File: config.mk
export PLATFORM = sky130hd
export DESIGN_NAME = obstacle_collision
export DESIGN_NICKNAME = d
export VERILOG_FILES = /design/src/rtl/obstacle_collision.sv
export SDC_FILE = /design/constraint.sdc
export NUM_CORES = 1
export LEC_CHECK = 0
export ABC_AREA = 1
export BUFFER_PORTS_ARGS = -buffer_cell sky130_fd_sc_hd__buf_2
export CORE_ASPECT_RATIO = 0.75
export CORE_MARGIN = 10
export CORE_UTILIZATION = 40
export DETAILED_ROUTE_END_ITERATION = 10
export PLACE_DENSITY = 0.66
export SLEW_MARGIN = 20
export SYNTH_ARGS = -nofsm -noshare
export SYNTH_HDL_FRONTEND = slang
export SYNTH_SLANG_ARGS = --single-unit
File: constraint.sdc
create_clock -name Clk -period 2.9 [get_ports Clk]
set_input_delay 0.58 -clock Clk [delete_from_list [all_inputs] [get_ports Clk]]
set_output_delay 0.58 -clock Clk [all_outputs]
set_load 0.1 [all_outputs]
File: src/rtl/obstacle_collision.sv
// obstacle_collision
//   Once per frame, tests the bee's bounding box against the obstacle's and
//   keeps the hit/lives/invulnerability/game-over bookkeeping.
//
//   Ports
//     Clk        in   system clock, all state on rising edge
//     Reset      in   asynchronous, active-low
//     frame_clk  in   frame strobe, asynchronous to Clk
//     restart    in   synchronous level, reloads game state
//     BeeX/BeeY  in   bee centre        BeeS       in  bee half-size
//     ObsX/ObsY  in   obstacle centre   ObsWidth/ObsHeight in half-extents
//     collide    out  registered raw overlap of last evaluated frame
//     hit        out  one-Clk pulse per accepted hit
//     lives      out  remaining lives
//     invuln     out  high while the immunity counter is nonzero
//     game_over  out  sticky, set when lives reach 0
module obstacle_collision #(
    parameter int LIVES_INIT    = 3,
    parameter int INVULN_FRAMES = 60
) (
    input  logic       Clk,
    input  logic       Reset,
    input  logic       frame_clk,
    input  logic       restart,
    input  logic [9:0] BeeX,
    input  logic [9:0] BeeY,
    input  logic [9:0] BeeS,
    input  logic [9:0] ObsX,
    input  logic [9:0] ObsY,
    input  logic [9:0] ObsWidth,
    input  logic [9:0] ObsHeight,
    output logic       collide,
    output logic       hit,
    output logic [3:0] lives,
    output logic       invuln,
    output logic       game_over
);

    localparam logic [3:0] LIVES_RST = 4'(LIVES_INIT);
    localparam logic [7:0] INV_LOAD  = 8'(INVULN_FRAMES);

    typedef enum logic [1:0] {IDLE, CAPTURE, COMPARE, UPDATE} state_t;

    typedef struct packed {
        logic [9:0] bee_x;
        logic [9:0] bee_y;
        logic [9:0] bee_s;
        logic [9:0] obs_x;
        logic [9:0] obs_y;
        logic [9:0] obs_w;
        logic [9:0] obs_h;
    } geom_t;

    state_t      state, state_n;
    geom_t       geom;
    logic [2:0]  fsync;
    logic        frame_tick;
    logic        overlap, overlap_q;
    logic [7:0]  inv_cnt;
    logic [10:0] dx, dy, sum_x, sum_y;

    // Two flops for metastability, a third for rising-edge detect.
    always_ff @(posedge Clk or negedge Reset) begin
        if (!Reset) fsync <= '0;
        else        fsync <= {fsync[1:0], frame_clk};
    end

    assign frame_tick = fsync[1] & ~fsync[2];

    // |a-b| with both operands zero-extended to 11-bit signed.
    function automatic logic [10:0] abs_diff(input logic [9:0] a, input logic [9:0] b);
        logic signed [10:0] d;
        d = $signed({1'b0, a}) - $signed({1'b0, b});
        return (d < 0) ? 11'(-d) : 11'(d);
    endfunction

    always_ff @(posedge Clk or negedge Reset) begin
        if (!Reset) state <= IDLE;
        else        state <= state_n;
    end

    // Ticks outside IDLE fall through the default and are dropped.
    always_comb begin
        state_n = state;
        case (state)
            IDLE:    if (frame_tick) state_n = CAPTURE;
            CAPTURE: state_n = COMPARE;
            COMPARE: state_n = UPDATE;
            UPDATE:  state_n = IDLE;
            default: state_n = IDLE;
        endcase
        if (restart) state_n = IDLE;
    end

    always_ff @(posedge Clk or negedge Reset) begin
        if (!Reset) begin
            geom <= '0;
        end else if (state == CAPTURE) begin
            geom <= '{bee_x: BeeX, bee_y: BeeY, bee_s: BeeS,
                      obs_x: ObsX, obs_y: ObsY, obs_w: ObsWidth, obs_h: ObsHeight};
        end
    end

    // Sums of two 10-bit values fit in 11 bits; strict compare means
    // touching edges do not count as overlap.
    always_comb begin
        dx      = abs_diff(geom.bee_x, geom.obs_x);
        dy      = abs_diff(geom.bee_y, geom.obs_y);
        sum_x   = {1'b0, geom.bee_s} + {1'b0, geom.obs_w};
        sum_y   = {1'b0, geom.bee_s} + {1'b0, geom.obs_h};
        overlap = (dx < sum_x) && (dy < sum_y);
    end

    always_ff @(posedge Clk or negedge Reset) begin
        if (!Reset)                 overlap_q <= 1'b0;
        else if (state == COMPARE)  overlap_q <= overlap;
    end

    // Game bookkeeping. restart takes priority over a same-cycle UPDATE.
    always_ff @(posedge Clk or negedge Reset) begin
        if (!Reset) begin
            collide   <= 1'b0;
            hit       <= 1'b0;
            lives     <= LIVES_RST;
            inv_cnt   <= '0;
            invuln    <= 1'b0;
            game_over <= 1'b0;
        end else if (restart) begin
            collide   <= 1'b0;
            hit       <= 1'b0;
            lives     <= LIVES_RST;
            inv_cnt   <= '0;
            invuln    <= 1'b0;
            game_over <= 1'b0;
        end else begin
            hit <= 1'b0;
            if (state == UPDATE) begin
                collide <= overlap_q;
                if (inv_cnt != '0) begin
                    inv_cnt <= inv_cnt - 8'd1;
                    invuln  <= (inv_cnt != 8'd1);
                end else if (overlap_q && !game_over && lives != '0) begin
                    hit   <= 1'b1;
                    lives <= lives - 4'd1;
                    if (lives == 4'd1) begin
                        // Last life gone: no immunity window, game over sticks.
                        game_over <= 1'b1;
                        inv_cnt   <= '0;
                        invuln    <= 1'b0;
                    end else begin
                        inv_cnt <= INV_LOAD;
                        invuln  <= 1'b1;
                    end
                end
            end
        end
    end

endmodule

==> results.sh, run 1 <==
export IMPL_status="finished clean"
export IMPL_end_kind="flop"
export IMPL_layout_commonest_cell="nand2_1"
export IMPL_grt_pass1_wl_um=25270
export IMPL_cp_max_fo=3
export IMPL_required_ns=3.15
export IMPL_ys_ff_latch=92
export IMPL_grtUsageMet2=0.2067
export IMPL_fin_nets=1029
export IMPL_grt_overflow_total=0
export IMPL_post_drt_via_cell_ratio=4.932
export IMPL_worstMarginPinSlew_ns=0.5612
export IMPL_syn_area_per_cell_um2=8.527
export IMPL_die_area_um2=22490
export IMPL_met1_usage=0.1825
export IMPL_clockRootBuffer="clkbuf_16"
export IMPL_cts_tree="done"
export IMPL_cts_sinks=92
export IMPL_fp_row_count=40
export IMPL_die_h_um=132.4
export IMPL_die_x_um=169.9
export IMPL_diodes=0
export IMPL_final_cell_mix="nand2_1, dfrtp_1, inv_1"
export IMPL_htreeDepth=3
export IMPL_routed_wl_um=15090
export IMPL_rsz0062_at_grt="true"
export IMPL_area_growth_pct=18.78
export IMPL_drive_gt1_frac=0.2854
export IMPL_cts_hold_buf=0
export IMPL_syn_nets=941
export IMPL_drc=0
export IMPL_n_fill_cell=1540
export IMPL_drv_cap=0
export IMPL_io_buffers=81
export IMPL_syn_inst=790
export IMPL_drtAntennaViolNets=0
export IMPL_cts_made_buffers=9
export IMPL_clk_pin_slew_worst_paths_ns=0.07
export IMPL_arrival_ns=3.11
export IMPL_syn_area_um2=6736
export IMPL_finalWeightedCongestion=0.8180
export IMPL_core_area_um2=16270
export IMPL_drt_pass1_iter_count=4
export IMPL_io_pins=82
export IMPL_finalHoldViolations=0
export IMPL_initial_core_util=0.4142
export IMPL_skew_ns=0.01056
export IMPL_ys_seq_area_frac=0.3421
export IMPL_grt_pass1_vias=5369
export IMPL_finalSetupViolCount=0
export IMPL_max_clock_freq_mhz=349.7
export IMPL_insertion_delay_ns=0.35
export IMPL_yosysWarnings=0
export IMPL_synth_distinct_cells=49
export IMPL_drt_wirelength_per_cell_um=13.80
export IMPL_grt_met3_usage=0.03980
export IMPL_dp_hpwl_um=11720
export IMPL_grt_max_degree=55
export IMPL_relSlewSlack=0.6258
export IMPL_whs_ns=0.2147
export IMPL_cp_start_kind="flop"
export IMPL_cts_buffer_depth=2
export IMPL_hp_class="in -> async"
export IMPL_track_usage=0.1357
export IMPL_fin_crit_ns=2.860
export IMPL_path_class="reg -> reg"
export IMPL_top_usage_layer="met2"
export IMPL_vias=5391
export IMPL_antenna_found_initial=0
export IMPL_slew_violations=0
export IMPL_fin_crit_sh=0.9862
export IMPL_drt_iter0_drc=288
Yosys cell counts (all sizes together):
cell type | instances | share of area
buf | 8 | 0.0078
xor2 | 23 | 0.030
nand4 | 11 | 0.011
a21o | 8 | 0.010
mux2 | 50 | 0.084
a211oi | 1 | 0.0011
a21oi | 34 | 0.030
o22ai | 3 | 0.0046
o31ai | 3 | 0.0033
o21ai | 35 | 0.026
o311ai | 2 | 0.0026
mux2i | 1 | 0.0015
clkinv | 1 | 0.00056
a22oi | 1 | 0.0011
and2 | 1 | 0.00093
nand3 | 50 | 0.044
a21boi | 1 | 0.0011
dfstp | 2 | 0.0078
a221oi | 2 | 0.0026
nor2 | 45 | 0.029
nand2 | 200 | 0.12
inv | 103 | 0.057
dfrtp | 90 | 0.33
nor3b | 2 | 0.0022
a31oi | 6 | 0.0056
fa | 4 | 0.012
ha | 73 | 0.14
nand3b | 2 | 0.0022
nor3 | 9 | 0.011
xnor2 | 11 | 0.014
or2 | 2 | 0.0019
o221ai | 1 | 0.0013
clkbuf | 5 | 0.0028
critical path, stage by stage, from the launching register on:
cell and delay (ns):
dfrtp_1 0.41, ha_4 0.17, inv_2 0.07, fa_2 0.44, inv_2 0.09, ha_4 0.14
inv_1 0.06, nor2_4 0.13, nand3_2 0.11, nor2_4 0.14, nor2_1 0.06, xnor2_1 0.12
ha_1 0.33, nand4_1 0.14, o221ai_2 0.17, nand2_1 0.07, nand3_1 0.07, nand2_1 0.05
repair_timing:
item	in CTS	in global routing
endpoints found under the setup margin	0	1
gates resized for setup	0	50
buffers inserted	0	3
area by class of cell:
| class | instances | area (µm²) | area share |
|---|---|---|---|
| multi-input cells | 581 | 4204 | 0.5254 |
| flip-flops and latches | 92 | 2305 | 0.2880 |
| repair buffers | 90 | 500.5 | 0.06255 |
| inverters | 104 | 392.9 | 0.04910 |
| clock buffers | 12 | 266.5 | 0.03331 |
| well taps | 210 | 262.8 | 0.03284 |
| clock inverters | 4 | 70.07 | 0.008757 |
through the flow:
| stage | setup WS, ns | cell area, µm² | utilization | instances | setup TNS (ns) |
|---|---|---|---|---|---|
| floorplan | 0.1549 | 6736 | - | 790 | 0 |
| global placement | 0.04685 | 7418 | 0.4561 | 1074 | 0 |
| detailed placement | 0.02489 | 7418 | 0.4561 | 1074 | 0 |
| CTS | 0.005221 | 7755 | 0.4768 | 1090 | 0 |
| global route | -0.1514 | 8001 | 0.4919 | 1093 | -0.1514 |
| finish | 0.04002 | 8001 | 0.4919 | 1093 | 0 |
state kept, by name (all words and copies together), names as in the netlist:
register,cells
invuln,1
inv_cnt,8
game_over,1
lives,4
overlap_q,1
geom,70
fsync,3
state,2
hit,1
collide,1
kinds of logic (layout without fill, tap and decap cells):
group                      Yosys count  after routing  synth area share
muxes                               51             51           0.08507
adders and majority gates           77             77            0.1475
DFF                                 92             92            0.3421
buffers and inverters              117            210           0.06854
AOI/OAI and AO/OA                   97             97           0.08915
xor gates and xnor gates            34             34           0.04420
and+or+nand+nor                    322            322            0.2234
final timing paths:
kind / depth (start not counted) / from / endpoint / slack, ns
setup / recovery: 17 / geom[30] / overlap_q / 0.04
hold / removal: 1 / Reset / geom[64] / 0.21
setup reg to reg: 17 / geom[30] / overlap_q / 0.04
hold reg to reg: 0 / fsync[0] / fsync[1] / 0.35
max in group asynchronous: 2 / Reset / lives[0] / 1.99
min in group Clk: 1 / frame_clk / fsync[0] / 0.34
routing by layer:
layer | routed length (µm) | up-vias
li1 | - | 2787
met1 | 7503 | 2499
met2 | 6658 | 91
met3 | 771 | 14
met4 | 153 | 0
met5 | 0 | -
Power of run 1 is left out: the tool's default activity adds up to more than one toggle a clock period on the data nets, which glitch-free logic cannot reach.
==> inputs of run 2 (changes only) <==
--- a/config.mk
+++ b/config.mk
@@ -9,9 +9,10 @@
 export BUFFER_PORTS_ARGS = -buffer_cell sky130_fd_sc_hd__buf_2
 export CORE_ASPECT_RATIO = 0.75
 export CORE_MARGIN = 10
-export CORE_UTILIZATION = 40
+export CORE_UTILIZATION = 35
 export DETAILED_ROUTE_END_ITERATION = 10
-export PLACE_DENSITY = 0.66
+export GPL_TIMING_DRIVEN = 0
+export PLACE_DENSITY = 0.6
 export SLEW_MARGIN = 20
 export SYNTH_ARGS = -nofsm -noshare
 export SYNTH_HDL_FRONTEND = slang
==> run 2 against run 1 <==
Compared with the run above:
- routed wire length increased by 5.6%
- sequential share of layout area decreased by 0.37 points
- the run now ends with setup timing left
- utilization decreased by 5.8 points
- non-clock buffer count increased by 14
- via count increased by 0.22%
- first-iteration DRC count decreased by 22%
- global-route usage decreased by 1.1 points
==> results.sh, run 2 (synthesized netlist as in run 1, its figures left out) <==
export IMPL_worstMarginPinSlew_ns=0.5379
export IMPL_cts_buffer_depth=2
export IMPL_track_usage=0.1242
export IMPL_die_area_um2=25250
export IMPL_drc=0
export IMPL_grt_max_degree=59
export IMPL_antenna_found_initial=0
export IMPL_reg2reg_slack_ns=-0.01
export IMPL_area_growth_pct=20.32
export IMPL_diodes=0
export IMPL_routed_wl_um=15940
export IMPL_required_ns=3.14
export IMPL_finalSetupTns_ns=-0.01175
export IMPL_rsz0062_at_grt="true"
export IMPL_grt_overflow_total=0
export IMPL_fin_crit_sh=1.004
export IMPL_core_area_um2=18670
export IMPL_io_pins=82
export IMPL_failed_checks="setup timing"
export IMPL_slew_violations=0
export IMPL_status="finished, violations left"
export IMPL_cts_tree="done"
export IMPL_grt_pass1_wl_um=26190
export IMPL_post_drt_via_cell_ratio=4.723
export IMPL_cts_sinks=92
export IMPL_drt_pass1_iter_count=4
export IMPL_cp_start_kind="flop"
export IMPL_cts_made_buffers=9
export IMPL_fp_row_count=43
export IMPL_drt_iter0_drc=224
export IMPL_path_class="reg -> reg"
export IMPL_drv_cap=0
export IMPL_finalWeightedCongestion=0.8256
export IMPL_layout_commonest_cell="nand2_1"
export IMPL_final_cell_mix="nand2_1, dfrtp_1, inv_1"
export IMPL_arrival_ns=3.15
export IMPL_top_register="geom"
export IMPL_die_x_um=180.2
export IMPL_skew_ns=0.005510
export IMPL_dp_hpwl_um=12480
export IMPL_top_regs="geom: 70 flops, inv_cnt: 8 flops, lives: 4 flops"
export IMPL_fin_crit_ns=2.912
export IMPL_die_h_um=140.1
export IMPL_fin_nets=1043
export IMPL_clockRootBuffer="clkbuf_16"
export IMPL_fin_ws_ns=-0.01175
export IMPL_initial_core_util=0.3608
export IMPL_fin_util=0.4342
export IMPL_drive_gt1_frac=0.2954
export IMPL_relSlewSlack=0.6414
export IMPL_io_buffers=80
export IMPL_insertion_delay_ns=0.35
export IMPL_clk_pin_slew_worst_paths_ns=0.07
export IMPL_finalHoldViolations=0
export IMPL_htreeDepth=3
export IMPL_end_kind="flop"
export IMPL_finalSetupViolCount=1
export IMPL_vias=5403
export IMPL_hp_class="in -> async"
export IMPL_largest_reg_flops=70
export IMPL_cp_max_fo=3
export IMPL_grt_pass1_vias=5313
export IMPL_max_clock_freq_mhz=343.4
export IMPL_drt_wirelength_per_cell_um=13.93
export IMPL_drtAntennaViolNets=0
run 2: cell count changes in the layout (fill, tap and decap cells not counted), moves of 5 or more:
cell / change
clkbuf_1: +7
nand3_1: -5
nand2_2: +5
nand2_1: -5
buf_2: +5
nand3_2: +6
buf_6: +5
run 2: through the flow:
| step | worst slack (ns) | std cells | instance area, µm² | hold slack (ns) |
|---|---|---|---|---|
| finish | -0.01175 | 1144 | 8105 | 0.1202 |
| floorplan | 0.1549 | 790 | 6736 | 0.2844 |
| CTS | -0.04534 | 1141 | 7896 | 0.1204 |
| global placement | -0.2877 | 1117 | 7446 | 0.3346 |
| detailed placement | -0.2869 | 1118 | 7480 | 0.3410 |
| global route | -0.1750 | 1144 | 8105 | 0.1354 |
run 2: worst paths after layout:
check,from,cells after the start,to
min reg2reg,fsync[0],0,fsync[1]
max,geom[60],19,overlap_q
max reg2reg,geom[60],19,overlap_q
min,Reset,1,inv_cnt[7]
min in group Clk,frame_clk,1,fsync[0]
max in group asynchronous,Reset,2,geom[18]
run 2: timing repair:
| action | CTS | global route |
|---|---|---|
| hold endpoints to repair | 0 | 0 |
| buffers inserted | 7 | 3 |
| endpoints found under the setup margin | 1 | 1 |
| hold buffers | 0 | 0 |
| pin swaps | 22 | 39 |
| gates resized for setup | 17 | 43 |
run 2: area by class of cell:
type / count / area (µm²)
flip-flops and latches: 92 / 2305
repair buffers: 91 / 516.7
multi-input cells: 581 / 4215
inverters: 104 / 392.9
clock inverters: 4 / 48.80
fillers: 1888 / 10560
well taps: 247 / 309.0
plain buffers: 13 / 71.32
clock buffers: 12 / 246.5
run 2: worst max-delay path, stage by stage, from the launching register on:
cell	delay, ns
dfrtp_1	0.37
inv_2	0.05
ha_2	0.16
inv_2	0.05
fa_2	0.33
or2_1	0.24
nand2_2	0.09
inv_2	0.06
nor2_4	0.11
nand3_2	0.08
nor2_2	0.16
buf_4	0.13
nand3_1	0.07
nand3b_1	0.09
nand2_1	0.11
ha_4	0.29
nand4_1	0.12
nor3b_4	0.18
nand3_2	0.08
nand2_1	0.04
run 2: routing by layer:
layer | routed length, µm | vias up | part of all wire | GRT usage
met5 | 0 | - | 0 | 0
met4 | 133 | 0 | 0.0083 | 0.02713
met3 | 740 | 14 | 0.046 | 0.03115
met2 | 6834 | 72 | 0.43 | 0.1910
met1 | 8229 | 2495 | 0.52 | 0.1714
li1 | - | 2822 | - | -
Power of run 2 is left out for the same reason.
